===== config.mk =====
export PLATFORM = sky130hd
export DESIGN_NAME = audio_interpolator_flat
export DESIGN_NICKNAME = d
export VERILOG_FILES = /design/src/rtl/audio_pkg.sv /design/src/rtl/audio_interpolator_if.sv /design/src/rtl/interp_input_buffer.sv /design/src/rtl/audio_interpolator.sv /design/src/flat_wrapper.sv
export SDC_FILE = /design/constraint.sdc
export NUM_CORES = 1
export LEC_CHECK = 0
export BUFFER_PORTS_ARGS = -buffer_cell sky130_fd_sc_hd__buf_4
export CAP_MARGIN = 40
export CORE_AREA = 3 3 84 86
export DETAILED_ROUTE_END_ITERATION = 16
export DIE_AREA = 0 0 87 89
export PLACE_DENSITY_LB_ADDON = 0.08
export SETUP_SLACK_MARGIN = 0.1
export SYNTH_ARGS = -nofsm -noshare
export SYNTH_HDL_FRONTEND = slang
export SYNTH_SLANG_ARGS = --single-unit

===== constraint.sdc =====
create_clock -name clk -period 6.3 [get_ports clk]
set_input_delay 0.63 -clock clk [delete_from_list [all_inputs] [get_ports clk]]
set_output_delay 0.63 -clock clk [all_outputs]
set_load 0.01 [all_outputs]

===== src/rtl/audio_pkg.sv =====
// audio_pkg
// Shared definitions for the audio interpolator slice:
//   AUDIO_DATA_WIDTH_DEFAULT - default signed sample width
//   RATIO_DEFAULT            - default upsampling ratio (power of two)
//   interp_state_t           - segment FSM states (IDLE / RUN / HOLD)
//   clog2()                  - constant helper used to derive N from RATIO
package audio_pkg;

    localparam int AUDIO_DATA_WIDTH_DEFAULT = 24;
    localparam int RATIO_DEFAULT            = 32;

    typedef enum logic [1:0] {
        ST_IDLE,
        ST_RUN,
        ST_HOLD
    } interp_state_t;

    function automatic int clog2(input int unsigned value);
        int result;
        result = 0;
        for (int unsigned p = 1; p < value; p = p << 1) begin
            result++;
        end
        return result;
    endfunction

endpackage


===== src/rtl/audio_interpolator_if.sv =====
// audio_interpolator_if
// Groups the sample-side handshake and the output strobe of the interpolator.
//   enable     - output-rate tick (producer side drives)
//   in_valid   - in_sample is valid
//   in_ready   - holding buffer empty
//   in_sample  - signed input sample
//   out_valid  - one-cycle strobe the cycle after each tick
//   out_sample - signed interpolated sample
//   underrun   - pulse with out_valid when a segment ends with nothing buffered
// Modports: master = producer/consumer environment, slave = interpolator.
interface audio_interpolator_if #(
    parameter int W = 24
) ();

    logic                enable;
    logic                in_valid;
    logic                in_ready;
    logic signed [W-1:0] in_sample;
    logic                out_valid;
    logic signed [W-1:0] out_sample;
    logic                underrun;

    modport master (
        output enable, in_valid, in_sample,
        input  in_ready, out_valid, out_sample, underrun
    );

    modport slave (
        input  enable, in_valid, in_sample,
        output in_ready, out_valid, out_sample, underrun
    );

endinterface


===== src/rtl/interp_input_buffer.sv =====
// interp_input_buffer
// One-entry holding register in front of the interpolator.
//   clk, rst_n - clock, asynchronous active-low reset
//   i_valid    - producer has a sample
//   i_data     - producer sample
//   i_pop      - interpolator consumes the held sample
//   o_ready    - buffer empty (registered state only)
//   o_full     - buffer holds a sample
//   o_data     - held sample
module interp_input_buffer #(
    parameter int W = 24
) (
    input  logic                clk,
    input  logic                rst_n,
    input  logic                i_valid,
    input  logic signed [W-1:0] i_data,
    input  logic                i_pop,
    output logic                o_ready,
    output logic                o_full,
    output logic signed [W-1:0] o_data
);

    logic                r_full;
    logic signed [W-1:0] r_data;

    // Push needs an empty buffer and pop needs a full one, so they never collide.
    always_ff @(posedge clk or negedge rst_n) begin
        if (!rst_n) begin
            r_full <= 1'b0;
            r_data <= '0;
        end else if (i_valid && !r_full) begin
            r_full <= 1'b1;
            r_data <= i_data;
        end else if (i_pop) begin
            r_full <= 1'b0;
        end
    end

    assign o_ready = !r_full;
    assign o_full  = r_full;
    assign o_data  = r_data;

endmodule


===== src/rtl/audio_interpolator.sv =====
// audio_interpolator
// Upsamples signed audio by RATIO (power of two), one output per enable tick.
// Build option: AUDIO_INTERP_LINEAR_EN defined -> linear interpolation;
//               undefined -> zero-order hold.
// Ports:
//   clk     - system clock
//   reset_n - asynchronous active-low reset
//   bus     - audio_interpolator_if.slave (enable, in_valid/in_ready/in_sample,
//             out_valid/out_sample/underrun)
module audio_interpolator
    import audio_pkg::*;
#(
    parameter int AUDIO_DATA_WIDTH = AUDIO_DATA_WIDTH_DEFAULT,
    parameter int RATIO            = RATIO_DEFAULT,
    parameter int N                = clog2(RATIO)
) (
    input  logic                 clk,
    input  logic                 reset_n,
    audio_interpolator_if.slave  bus
);

    localparam int W  = AUDIO_DATA_WIDTH;
    localparam int AW = W + N + 1;
    localparam int KW = (N > 0) ? N : 1;
    localparam logic [KW-1:0] K_LAST = KW'(RATIO - 1);

    if (RATIO != (1 << N)) begin : g_ratio_check
        $error("audio_interpolator: RATIO must equal 1<<N");
    end

    interp_state_t       r_state;
    interp_state_t       w_state_nxt;
    logic signed [AW-1:0] r_acc;
    logic signed [AW-1:0] w_acc_nxt;
    logic [KW-1:0]       r_k;
    logic signed [W-1:0] r_out;
    logic signed [W-1:0] w_out_nxt;
    logic                r_out_valid;
    logic                r_underrun;

    logic                w_full;
    logic signed [W-1:0] w_next;
    logic                w_boundary;
    logic                w_seg_end;
    logic                w_start;
    logic                w_underrun;

`ifdef AUDIO_INTERP_LINEAR_EN
    localparam int DW = W + 1;
    logic signed [W-1:0]  r_cur;
    logic signed [DW-1:0] r_diff;
    logic signed [DW-1:0] w_diff_nxt;
`endif

    interp_input_buffer #(
        .W (W)
    ) u_buf (
        .clk     (clk),
        .rst_n   (reset_n),
        .i_valid (bus.in_valid),
        .i_data  (bus.in_sample),
        .i_pop   (w_start),
        .o_ready (bus.in_ready),
        .o_full  (w_full),
        .o_data  (w_next)
    );

    // Segment FSM: state register
    always_ff @(posedge clk or negedge reset_n) begin
        if (!reset_n) begin
            r_state <= ST_IDLE;
        end else begin
            r_state <= w_state_nxt;
        end
    end

    // Segment FSM: boundary detection and next state
    always_comb begin
        w_boundary  = (r_state != ST_RUN) || (r_k == K_LAST);
        w_seg_end   = bus.enable && w_boundary;
        w_start     = w_seg_end && w_full;
        w_underrun  = w_seg_end && !w_full && (r_state == ST_RUN);
        w_state_nxt = r_state;
        if (w_seg_end) begin
            w_state_nxt = w_full ? ST_RUN : ST_HOLD;
        end
    end

    // Datapath next values
    always_comb begin
        w_out_nxt = W'(r_acc >>> N);
`ifdef AUDIO_INTERP_LINEAR_EN
        // The new slope applies to the boundary tick itself, so phase 0 emits
        // the old target while acc already steps toward the new one.
        w_diff_nxt = r_diff;
        if (w_seg_end) begin
            w_diff_nxt = w_start ? ($signed({w_next[W-1], w_next}) - $signed({r_cur[W-1], r_cur}))
                                 : '0;
        end
        w_acc_nxt = r_acc + {{(AW-DW){w_diff_nxt[DW-1]}}, w_diff_nxt};
`else
        w_acc_nxt = r_acc;
        if (w_start) begin
            w_acc_nxt = AW'(w_next) <<< N;
            w_out_nxt = w_next;
        end
`endif
    end

    always_ff @(posedge clk or negedge reset_n) begin
        if (!reset_n) begin
            r_acc       <= '0;
            r_k         <= '0;
            r_out       <= '0;
            r_out_valid <= 1'b0;
            r_underrun  <= 1'b0;
`ifdef AUDIO_INTERP_LINEAR_EN
            r_cur       <= '0;
            r_diff      <= '0;
`endif
        end else begin
            r_out_valid <= bus.enable;
            r_underrun  <= w_underrun;
            if (bus.enable) begin
                r_out <= w_out_nxt;
                r_acc <= w_acc_nxt;
                r_k   <= w_boundary ? '0 : r_k + KW'(1);
`ifdef AUDIO_INTERP_LINEAR_EN
                r_diff <= w_diff_nxt;
                if (w_start) begin
                    r_cur <= w_next;
                end
`endif
            end
        end
    end

    assign bus.out_valid  = r_out_valid;
    assign bus.out_sample = r_out;
    assign bus.underrun   = r_underrun;

endmodule


===== src/flat_wrapper.sv =====
// flat-port wrapper written by rule: the top's interface ports become plain ports
module audio_interpolator_flat import audio_pkg::*;
#(
    parameter int AUDIO_DATA_WIDTH = AUDIO_DATA_WIDTH_DEFAULT,
    parameter int RATIO            = RATIO_DEFAULT,
    parameter int N                = clog2(RATIO)
)
  (clk, reset_n, bus_enable, bus_in_valid, bus_in_sample, bus_in_ready, bus_out_valid, bus_out_sample, bus_underrun);
  audio_interpolator_if #(.W((24))) bus_i ();
  input  logic clk;
  input  logic reset_n;
  input wire logic [$bits(bus_i.enable)-1:0] bus_enable;
  input wire logic [$bits(bus_i.in_valid)-1:0] bus_in_valid;
  input wire logic [$bits(bus_i.in_sample)-1:0] bus_in_sample;
  output wire logic [$bits(bus_i.in_ready)-1:0] bus_in_ready;
  output wire logic [$bits(bus_i.out_valid)-1:0] bus_out_valid;
  output wire logic [$bits(bus_i.out_sample)-1:0] bus_out_sample;
  output wire logic [$bits(bus_i.underrun)-1:0] bus_underrun;
  assign bus_i.enable = bus_enable;
  assign bus_i.in_valid = bus_in_valid;
  assign bus_i.in_sample = bus_in_sample;
  assign bus_in_ready = bus_i.in_ready;
  assign bus_out_valid = bus_i.out_valid;
  assign bus_out_sample = bus_i.out_sample;
  assign bus_underrun = bus_i.underrun;
  audio_interpolator #(.AUDIO_DATA_WIDTH(AUDIO_DATA_WIDTH), .RATIO(RATIO), .N(N)) u_core (.clk(clk), .reset_n(reset_n), .bus(bus_i));
endmodule

==> summary.txt, run 1 <==
Critical path
  • Critical path fanouts, max: 28
  • CP max stage delay: approximately 0.40 ns
  • Worst endpoint required time: 6.52 ns
  • Critical Path End Type: flop
  • Crit path top cell by count: ha_1
  • Cell-by-cell trace of the critical path: ha_1 > and3_1 > ha_1 > or3b_4 > nand3_2 > buf_16 > a311o_1
  • WP data arrival: 2.60 ns
  • Critical path class: reg -> reg
  • Slowest-stage cell, CP: nand3_2
  • Crit start category: flop

Clock tree
  • Clock transition at path regs: around 0.080 ns
  • Max Buffers Root-to-Sink: 2
  • # hold bufs at CTS: 0
  • CTS buffer count: 9
  • CTS tree: built
  • H-tree levels: 3
  • Post-CTS Setup Inserts: 0
  • Worst-Skew Late Latency: roughly 0.34 ns
  • Post-CTS Resized: 0
  • Root Driver: clkbuf_8
  • TritonCTS sink count: 82

STA
  • Setup Viol. Count Final: 0
  • Final Hold Viols: 0
  • Pins Over Slew Limit: 0
  • RSZ-0062 raised after global routing: no
  • Max frequency: 0.420 GHz
  • Final Critical Period: 2.38 ns
  • Setup_tns: 0 ns
  • Slew @ Worst Pin: 0.788 ns
  • Final period util: 0.378
  • Slew HR: 0.475
  • Clock skew: roughly 0.0057 ns

Cells and area
  • Multi-input gate area: approximately 0.0012 mm²
  • Final Instance Count excl. Fillers: 408
  • Fill count: 511
  • Final nets: between 300 and 400
  • Design area: between 0.004 and 0.005 mm²
  • N_diodes: 0
  • P&R area growth vs syn: 19.5%
  • Sequential Area: 0.00205 mm²
  • Share of cells above drive strength 1: 0.308
  • Core Util, Final: 0.647

Hold path
  • Hold crit path type: in -> async

Synthesis
  • FFs w/ async S/R, synth: 1.00
  • Syn Area/Cell: 12.3 µm²
  • Number of library cell types mapped by synthesis: 26
  • Number of synthesized flops with an enable pin: 0
  • Yosys reg bits: 82
  • Sequential area share after synthesis: 0.597
  • Synth warn: 0
  • Post-Syn Area: 0.00344 mm²
  • Syn Nets: 310
  • Main flop type after synthesis: dfrtp_1
  • Syn Inst Count: 280

Route
  • DR WL/cell: 15.7 µm
  • DRT Pass-1 Iters: 4
  • Vias per inst: 5.66
  • DR vias: 2310
  • Detail Route Antenna Nets: 0
  • Initial DRC count: 117
  • Final wirelength: 6.42 mm
  • # DRC: 0

Power and ir drop
  • VDD IR max: 235 µV
  • Final Total Pwr: 1.75 mW
  • Cell Pwr Density: 426 mW/mm²
  • Lkg Pwr: 2.02 nW

Placement
  • Post-placement cell count: just under 400
  • Routability cong.: 0.695
  • Placed instance area: 0.00390 mm²
  • Port bufs: 54
  • Detailed placer's ending HPWL: a little over 4 mm

Global route
  • Tot GR Track Use: 0.182
  • Initial antenna violation count: 0
  • Pin count of the biggest net entering global routing: 88
  • Overflow after GRT: 0
  • Number of global-route vias before repair: 2354
  • First-pass GRT wire length: between 10 and 15 mm

Die
  • Die Width: 87 µm
  • Die area: a little under 0.008 mm²
  • Initial Utilization: 0.542
  • Placeable Area: ~0.0063 mm²
  • Die extent in y: around 89 µm
  • IO Pins: 55
  • Num rows: 29

Flow run
  • Max Cap Viol: 0

Status
  • Run status: finished clean
[kinds of logic after synthesis]
kind of cell | count (synthesis) | share of synthesized area
compound gates | 58 | 0.139
mux | 25 | 0.0818
flops | 82 | 0.597
buf+inv | 28 | 0.0437
fa+ha+maj | 2 | 0.00727
simple gates | 85 | 0.131
[report_power, final]
group,internal (mW),total (mW),switching [mW]
registers,0.744,0.873,0.129
logic,0.298,0.476,0.178
clock network,0.219,0.402,0.183
total,1.26,1.75,0.490
[layout by cell type (no fill, tap or decap), types with 2 or more instances in the layout]
cell	instances
buf_16	2
dfrtp_1	82
and3_1	2
clkinv_2	3
nor2_1	25
ha_1	2
inv_1	5
a21o_1	25
mux2_2	24
buf_4	56
a311o_1	23
clkbuf_8	9
nand3_1	27
bufinv_16	2
o21ai_0	6
nor2b_1	24
[per-layer routing]
metal	GRT usage	routed length, µm	up-vias
met5	0	0	-
met4	0.0807	82	0
met3	0.0323	257	6
met2	0.300	3130	41
met1	0.237	2950	1169
li1	-	-	1094
[cell usage after synthesis, types with 2 or more instances]
cell      count  area, µm²
buf_4         4       30.0
mux2_2       24        270
nor2b_1      25        156
o21ai_0       6       30.0
nand3_1      27        135
and3_1        2       12.5
a311o_1      23        230
ha_1          2       25.0
dfrtp_1      82       2050
inv_1         5       18.8
clkbuf_1      5       18.8
a21o_1       25        188
buf_6         2       22.5
nor2_1       25       93.8
buf_2        12       60.1
[layout make-up]
| class | instances | share of cell area |
|---|---|---|
| multi-input cells | 170 | 0.303 |
| flip-flops and latches | 82 | 0.499 |
| well taps | 77 | 0.0234 |
| repair buffers | 59 | 0.119 |
| clock inverters | 6 | 0.0201 |
| inverters | 5 | 0.00457 |
| clock buffers | 9 | 0.0301 |
[flip-flops by register name, summed over array words and instances (netlist names)]
signal / flops
u_core.bus.out_sample: 24
u_core.bus.out_valid: 1
u_core.bus.underrun: 1
u_core.r_acc: 24
u_core.r_k: 5
u_core.r_state: 2
u_core.u_buf.o_data: 24
u_core.u_buf.o_full: 1
[path summary, 6_finish.rpt]
path                                              start  cells after the start  slack, ns                                     to
max in group asynchronous                       reset_n                      2       5.47           u_core.r_acc[15]$_DFFE_PN0P_
min                                             reset_n                      1       0.25  u_core.bus.out_sample[23]$_DFFE_PN0P_
max                           u_core.r_k[0]$_DFFE_PN0P_                      7       3.92  u_core.bus.out_sample[19]$_DFFE_PN0P_
min in group clk           u_core.r_acc[19]$_DFFE_PN0P_                      1       0.48           u_core.r_acc[19]$_DFFE_PN0P_
max reg2reg                   u_core.r_k[0]$_DFFE_PN0P_                      7       3.92  u_core.bus.out_sample[19]$_DFFE_PN0P_
min reg2reg                u_core.r_acc[19]$_DFFE_PN0P_                      1       0.48           u_core.r_acc[19]$_DFFE_PN0P_
[stage by stage]
| stage | hold WS [ns] | worst slack (ns) |
|---|---|---|
| finish | 0.252 | 3.92 |
| global route | 0.277 | 3.75 |
| CTS | 0.256 | 3.91 |
| detailed placement | 0.465 | 3.57 |
| global placement | 0.458 | 3.37 |
| floorplan | 0.334 | 4.25 |
[critical path: cells and delay by family, from the launching register on]
family	cells	cell delay (ns)
and+or+nand+nor	3	0.76
adders and majority gates	2	0.40
DFF	1	0.37
buffers and inverters	1	0.36
AOI/OAI and AO/OA	1	0.36
Note: power is estimated with default switching activity, not from simulation.
==> inputs of run 2 (changes only) <==
Settings changed: CORE_AREA 3 3 84 86 to 3 3 87 89, DIE_AREA 0 0 87 89 to 0 0 90 92.
Clock period 6.3 ns to 2 ns, I/O delays scaled along.
==> run 2 against run 1 <==
Sequential power rose to 3.1 times the previous value. Sequential cell count unchanged. Combinational power grew to 3.4 times the previous value. Hold slack worse by 0.18 ns. Non-clock buffer count increased by 21. Clock power rose to 3.3 times the previous value. Cell count increased by 10%. Setup slack got worse by 3.8 ns. Sequential share of layout area shrank 2.8 points. Core utilization fell by 0.94 points.
==> summary.txt, run 2 (synthesis gave the netlist of run 1 again) <==
STA
  • Pins Over Slew Limit: 0
  • Final Hold Viols: 0
  • Max frequency: between 0.5 and 0.6 GHz
  • Slew @ Worst Pin: ~0.54 ns
  • Setup Viol. Count Final: 0
  • Clock skew: 0.0104 ns
  • Final Critical Period: 1.91 ns
  • RSZ-0062 raised after global routing: yes
  • Setup_tns: 0 ns
  • Final hold slack: ~0.067 ns
  • Final period util: 0.956
  • Slew HR: 0.643

Global route
  • Initial antenna violation count: 0
  • Tot GR Track Use: 0.184
  • First-pass GRT wire length: 12.0 mm
  • Overflow after GRT: 0
  • Pin count of the biggest net entering global routing: 62
  • Number of global-route vias before repair: 2403

Hold path
  • Hold endpoint: u_core.u_buf.o_data[23]$_DFFE_PN0P_
  • Beginning of the worst hold path: bus_in_sample[23]
  • Hold Crit Depth: 2
  • Hold crit path type: in -> reg

Critical path
  • Slowest-stage cell, CP: dfrtp_1
  • Crit start category: flop
  • Worst R2R Start: u_core.r_k[1]$_DFFE_PN0P_
  • FF-to-FF End: u_core.bus.out_sample[6]$_DFFE_PN0P_
  • Worst-case reg-to-reg path depth: 8
  • Critical Path End Type: flop
  • CP Buf/Inv Count: 2
  • Cell-by-cell trace of the critical path: ha_2 > and3_4 > ha_4 > nor3b_4 > buf_6 > buf_6 > nor2_1 > a311o_1
  • CP delay by family, top: simple AND/OR/NAND/NOR gates
  • Worst endpoint required time: 2.24 ns
  • Critical path class: reg -> reg
  • CP max stage delay: 0.39 ns
  • Critical path fanouts, max: 8
  • Crit path top cell by count: buf_6
  • Reg2Reg Setup Slack: 0.09 ns
  • WP data arrival: approximately 2.2 ns

Power and ir drop
  • Final Total Pwr: roughly 5.7 mW
  • Cell Pwr Density: about 1300 mW/mm²
  • Lkg Pwr: 2.13 nW
  • VDD IR max: 874 µV

Route
  • DRT Pass-1 Iters: 4
  • Detail Route Antenna Nets: 0
  • Vias per inst: 5.39
  • # DRC: 0
  • DR WL/cell: 16.7 µm
  • Final wirelength: 7.52 mm
  • DR vias: 2421
  • Initial DRC count: around 150

Placement
  • Detailed placer's ending HPWL: 4.52 mm
  • Port bufs: between 50 and 60
  • Post-placement cell count: 420
  • Routability cong.: 0.710

Die
  • Die area: 0.00828 mm²
  • Num rows: 30
  • Placeable Area: 0.00683 mm²
  • IO Pins: 55
  • Initial Utilization: 0.503
  • Die extent in y: about 92 µm
  • Die Width: 90 µm

Cells and area
  • Most common cell after layout, fill and taps aside: dfrtp_1
  • Fill count: approximately 560
  • Share of cells above drive strength 1: 0.357
  • Most frequent cells in the layout: dfrtp_1, buf_4, nand3_1
  • N_diodes: 0
  • Final nets: 378
  • P&R area growth vs syn: 26.7%
  • Final Instance Count excl. Fillers: 449

Clock tree
  • CTS buffer count: 9
  • H-tree levels: 3
  • Max Buffers Root-to-Sink: 2
  • CTS tree: built
  • Clock transition at path regs: roughly 0.09 ns
  • TritonCTS sink count: 82
  • Root Driver: clkbuf_8
  • Worst-Skew Late Latency: around 0.36 ns

Status
  • Run status: finished clean

Flow run
  • Max Cap Viol: 0
[run 2: changes by cell type in the layout (fill, tap and decap cells not counted), sizes merged]
cell         before  now
buf              59   79
clkbuf            9   11
clkinv            3    2
dlygate4sd3       0    1
[run 2: power by group]
group          internal, mW  total [mW]  switching, mW  leakage, nW
registers              2.35        2.74          0.397         1.02
clock network         0.734        1.33          0.599        0.109
logic                  1.01        1.64          0.629         1.00
total                  4.09        5.72           1.63         2.13
[run 2: layer usage]
layer / share of wire / wire [µm] / track usage / vias to the layer above
met2: 0.48 / 3620 / 0.292 / 60
met5: 0 / 0 / 0 / -
li1: - / - / - / 1139
met3: 0.046 / 344 / 0.0517 / 10
met1: 0.46 / 3440 / 0.244 / 1212
met4: 0.015 / 116 / 0.0676 / 0
[run 2: per-stage QoR]
stage	setup slack, ns	utilization	instance area, µm²
2_1_floorplan	0.101	-	3470
3_3_place_gp	0.121	0.584	3990
3_5_place_dp	0.0727	0.584	3990
4_1_cts	0.100	0.627	4280
5_1_grt	0.0294	0.638	4360
6_report	0.0880	0.638	4360
[run 2: how the worst max path moves through the flow]
stage,start,to,slack (ns),cells after the start
after global routing,u_core.r_k[1]$_DFFE_PN0P_,u_core.bus.out_sample[17]$_DFFE_PN0P_,0.03,7
after global placement,u_core.r_k[1]$_DFFE_PN0P_,u_core.bus.out_sample[22]$_DFFE_PN0P_,0.12,7
after detailed placement,u_core.r_k[1]$_DFFE_PN0P_,u_core.bus.out_sample[12]$_DFFE_PN0P_,0.07,7
after CTS,u_core.r_k[1]$_DFFE_PN0P_,u_core.bus.out_sample[9]$_DFFE_PN0P_,0.10,7
final,u_core.r_k[1]$_DFFE_PN0P_,u_core.bus.out_sample[6]$_DFFE_PN0P_,0.09,8
after floorplan,u_core.r_k[1]$_DFFE_PN0P_,u_core.r_acc[28]$_DFFE_PN0P_,0.10,7
[run 2: worst register-to-register path: stages, from the launching register on]
cell and delay (ns):
dfrtp_1 0.39, ha_2 0.20, and3_4 0.19, ha_4 0.17, nor3b_4 0.20, buf_6 0.15
buf_6 0.15, nor2_1 0.08, a311o_1 0.26
[run 2: area by class of cell]
type                            instances  area (µm²)  area share
Tap cell                               96         120      0.0276
Timing Repair Buffer                   80         671       0.154
Clock buffer                           11         141      0.0324
Inverter                                5        18.8     0.00431
Clock inverter                          5        77.6      0.0178
Sequential cell                        82        2050       0.471
Multi-Input combinational cell        170        1280       0.293
[run 2: repair_timing]
action | CTS | global route
pin swaps | 0 | 4
endpoints found under the hold margin | 40 | 0
setup buffers | 3 | 6
hold buffers | 1 | 0
gates resized for setup | 4 | 8
endpoints found under the setup margin | 22 | 36
gates cloned | 1 | 2
==> inputs of run 3 (changes only) <==
--- a/config.mk
+++ b/config.mk
@@ -9,5 +9,6 @@
 export CAP_MARGIN = 40
-export CORE_AREA = 3 3 87 89
+export CORE_AREA = 3 3 85 87
+export CTS_BUF_LIST = sky130_fd_sc_hd__clkbuf_4 sky130_fd_sc_hd__clkbuf_8
 export DETAILED_ROUTE_END_ITERATION = 16
-export DIE_AREA = 0 0 90 92
+export DIE_AREA = 0 0 88 90
 export PLACE_DENSITY_LB_ADDON = 0.08
==> constraint.sdc (replaced) <==
create_clock -name clk -period 2 [get_ports clk]
set_input_delay 0.1 -clock clk [delete_from_list [all_inputs] [get_ports clk]]
set_output_delay 0.1 -clock clk [all_outputs]
set_load 0.01 [all_outputs]
==> run 3 against run 2 <==
Sequential share of layout area fell by 2.1 points. Sequential power is essentially flat. Cell area up 4.8%. Hold slack improved by 0.0016 ns. Combinational power about the same. Critical path depth unchanged. Fmax hardly changed. Critical path type unchanged. Largest cell class unchanged.
==> summary.txt, run 3 (synthesis gave the netlist of run 1 again) <==
Cells and area
  • Core Util, Final: 0.711
  • Final nets: 393
  • Most frequent cells in the layout: dfrtp_1, buf_4, nand3_1
  • N_diodes: 0
  • Share of cells above drive strength 1: 0.353
  • Fill count: 462
  • Most common cell after layout, fill and taps aside: dfrtp_1
  • Sequential Area: 0.00205 mm²
  • Multi-input gate area: 0.00131 mm²
  • P&R area growth vs syn: 32.7%

Global route
  • Number of global-route vias before repair: approximately 2400
  • First-pass GRT wire length: 11.7 mm
  • Tot GR Track Use: 0.189
  • Overflow after GRT: 0
  • Pin count of the biggest net entering global routing: 59
  • Initial antenna violation count: 0

Hold path
  • Beginning of the worst hold path: bus_enable
  • Hold crit path type: in -> reg
  • Hold endpoint: u_core.bus.out_valid$_DFF_PN0_
  • Hold Crit Depth: 1

Clock tree
  • CTS tree: built
  • Worst-Skew Late Latency: 0.34 ns
  • CTS buffer count: 9
  • Root Driver: clkbuf_8
  • Max Buffers Root-to-Sink: 2
  • H-tree levels: 3
  • TritonCTS sink count: a little over 80
  • Clock transition at path regs: 0.08 ns

Power and ir drop
  • Power share of the clock group: 0.216
  • Cell Pwr Density: 1220 mW/mm²
  • VDD IR max: 762 µV
  • Seq pwr share: 0.491
  • Internal power: between 3 and 4 mW
  • Sw frac: 0.284
  • Net switching power figure: 1.58 mW
  • Combinational Power Share: 0.293
  • Lkg Pwr: between 2 and 2.5 nW

STA
  • Slew @ Worst Pin: 0.585 ns
  • Clock skew: 0.00752 ns
  • Final Hold Viols: 0
  • Max frequency: 0.523 GHz
  • Final period util: 0.956
  • RSZ-0062 raised after global routing: yes
  • Pins Over Slew Limit: 0
  • Setup_tns: 0 ns
  • Final Critical Period: 1.91 ns
  • Slew HR: 0.610
  • Setup Viol. Count Final: 0

Flow run
  • Max Cap Viol: 0

Placement
  • Port bufs: 54
  • Detailed placer's ending HPWL: 4.25 mm
  • Routability cong.: 0.699

Die
  • IO Pins: 55
  • Die area: 0.00792 mm²
  • Die extent in y: 90 µm
  • Initial Utilization: 0.536
  • Placeable Area: 0.00642 mm²
  • Die Width: roughly 88 µm
  • Num rows: 29

Critical path
  • Worst endpoint required time: roughly 2.2 ns
  • FF-to-FF End: u_core.bus.out_sample[18]$_DFFE_PN0P_
  • WP data arrival: 2.14 ns
  • Slowest-stage cell, CP: dfrtp_1
  • Critical path class: reg -> reg
  • Cell-by-cell trace of the critical path: ha_2 > and3_4 > ha_4 > nor3b_4 > buf_6 > buf_12 > nor2_1 > a311o_1
  • Critical path fanouts, max: 7
  • CP delay by family, top: simple AND/OR/NAND/NOR gates
  • Worst-case reg-to-reg path depth: 8
  • CP Buf/Inv Count: 2
  • CP max stage delay: between 0.4 and 0.5 ns
  • Reg2Reg Setup Slack: 0.09 ns
  • Worst R2R Start: u_core.r_k[1]$_DFFE_PN0P_
  • Critical Path End Type: flop
  • Crit start category: flop

Route
  • # DRC: 0
  • Final wirelength: 6.93 mm
  • DR WL/cell: about 16 µm
  • Vias per inst: 5.46
  • Initial DRC count: approximately 110
  • DR vias: approximately 2400
  • Detail Route Antenna Nets: 0
  • DRT Pass-1 Iters: 4

Status
  • Run status: finished clean
==> run 3: repair_timing <==
| item | 4_1_cts | 5_1_grt |
|---|---|---|
| hold endpoints to repair | 69 | 0 |
| buffers inserted | 2 | 2 |
| gates cloned | 2 | 0 |
| setup endpoints to repair | 24 | 30 |
| hold buffers | 25 | 0 |
| resized for setup | 15 | 2 |
| pin swaps | 3 | 1 |
==> run 3: layout make-up <==
class,instances,area share
clock buffer,11,0.0332
inverter,5,0.00411
sequential,82,0.449
tap,77,0.0211
timing repair buffer,95,0.193
multi-input combinational,170,0.287
clock inverter,5,0.0115
==> run 3: worst max path at each step <==
stage | from | end | slack, ns | cells past startpoint
floorplan | u_core.r_k[1]$_DFFE_PN0P_ | u_core.r_acc[28]$_DFFE_PN0P_ | 0.10 | 7
global placement | u_core.r_k[1]$_DFFE_PN0P_ | u_core.bus.out_sample[22]$_DFFE_PN0P_ | 0.09 | 7
detailed placement | u_core.r_k[1]$_DFFE_PN0P_ | u_core.bus.out_sample[22]$_DFFE_PN0P_ | 0.06 | 7
CTS | u_core.r_k[1]$_DFFE_PN0P_ | u_core.bus.out_sample[2]$_DFFE_PN0P_ | 0.07 | 7
global route | u_core.r_k[1]$_DFFE_PN0P_ | u_core.bus.out_sample[13]$_DFFE_PN0P_ | 0.02 | 8
finish | u_core.r_k[1]$_DFFE_PN0P_ | u_core.bus.out_sample[18]$_DFFE_PN0P_ | 0.09 | 8
==> run 3: per-stage QoR <==
step	setup slack (ns)	hold WS, ns	total power, mW	cells	area (µm²)
floorplan	0.101	-0.196	3.71	280	3470
global placement	0.0945	0.142	4.27	398	3980
detailed placement	0.0642	0.147	4.35	398	3980
CTS	0.0714	0.0489	5.64	443	4550
global route	0.0239	0.0599	5.94	445	4570
finish	0.0878	0.0691	5.58	445	4570
==> run 3: routing by layer <==
metal | vias to the layer above | global-route usage | share of wire
li1 | 1167 | - | -
met1 | 1211 | 0.265 | 0.48
met2 | 43 | 0.291 | 0.47
met3 | 10 | 0.0320 | 0.032
met4 | 0 | 0.0716 | 0.015
met5 | - | 0 | 0
==> run 3: power by group through the flow <==
stage | sequential (mW) | combinational, mW | clock (mW)
after floorplan | 2.75 | 0.964 | 0
after global placement | 2.74 | 1.53 | 0
after detailed placement | 2.77 | 1.58 | 0
after CTS | 2.74 | 1.66 | 1.24
after global routing | 2.83 | 1.80 | 1.31
final | 2.74 | 1.63 | 1.21
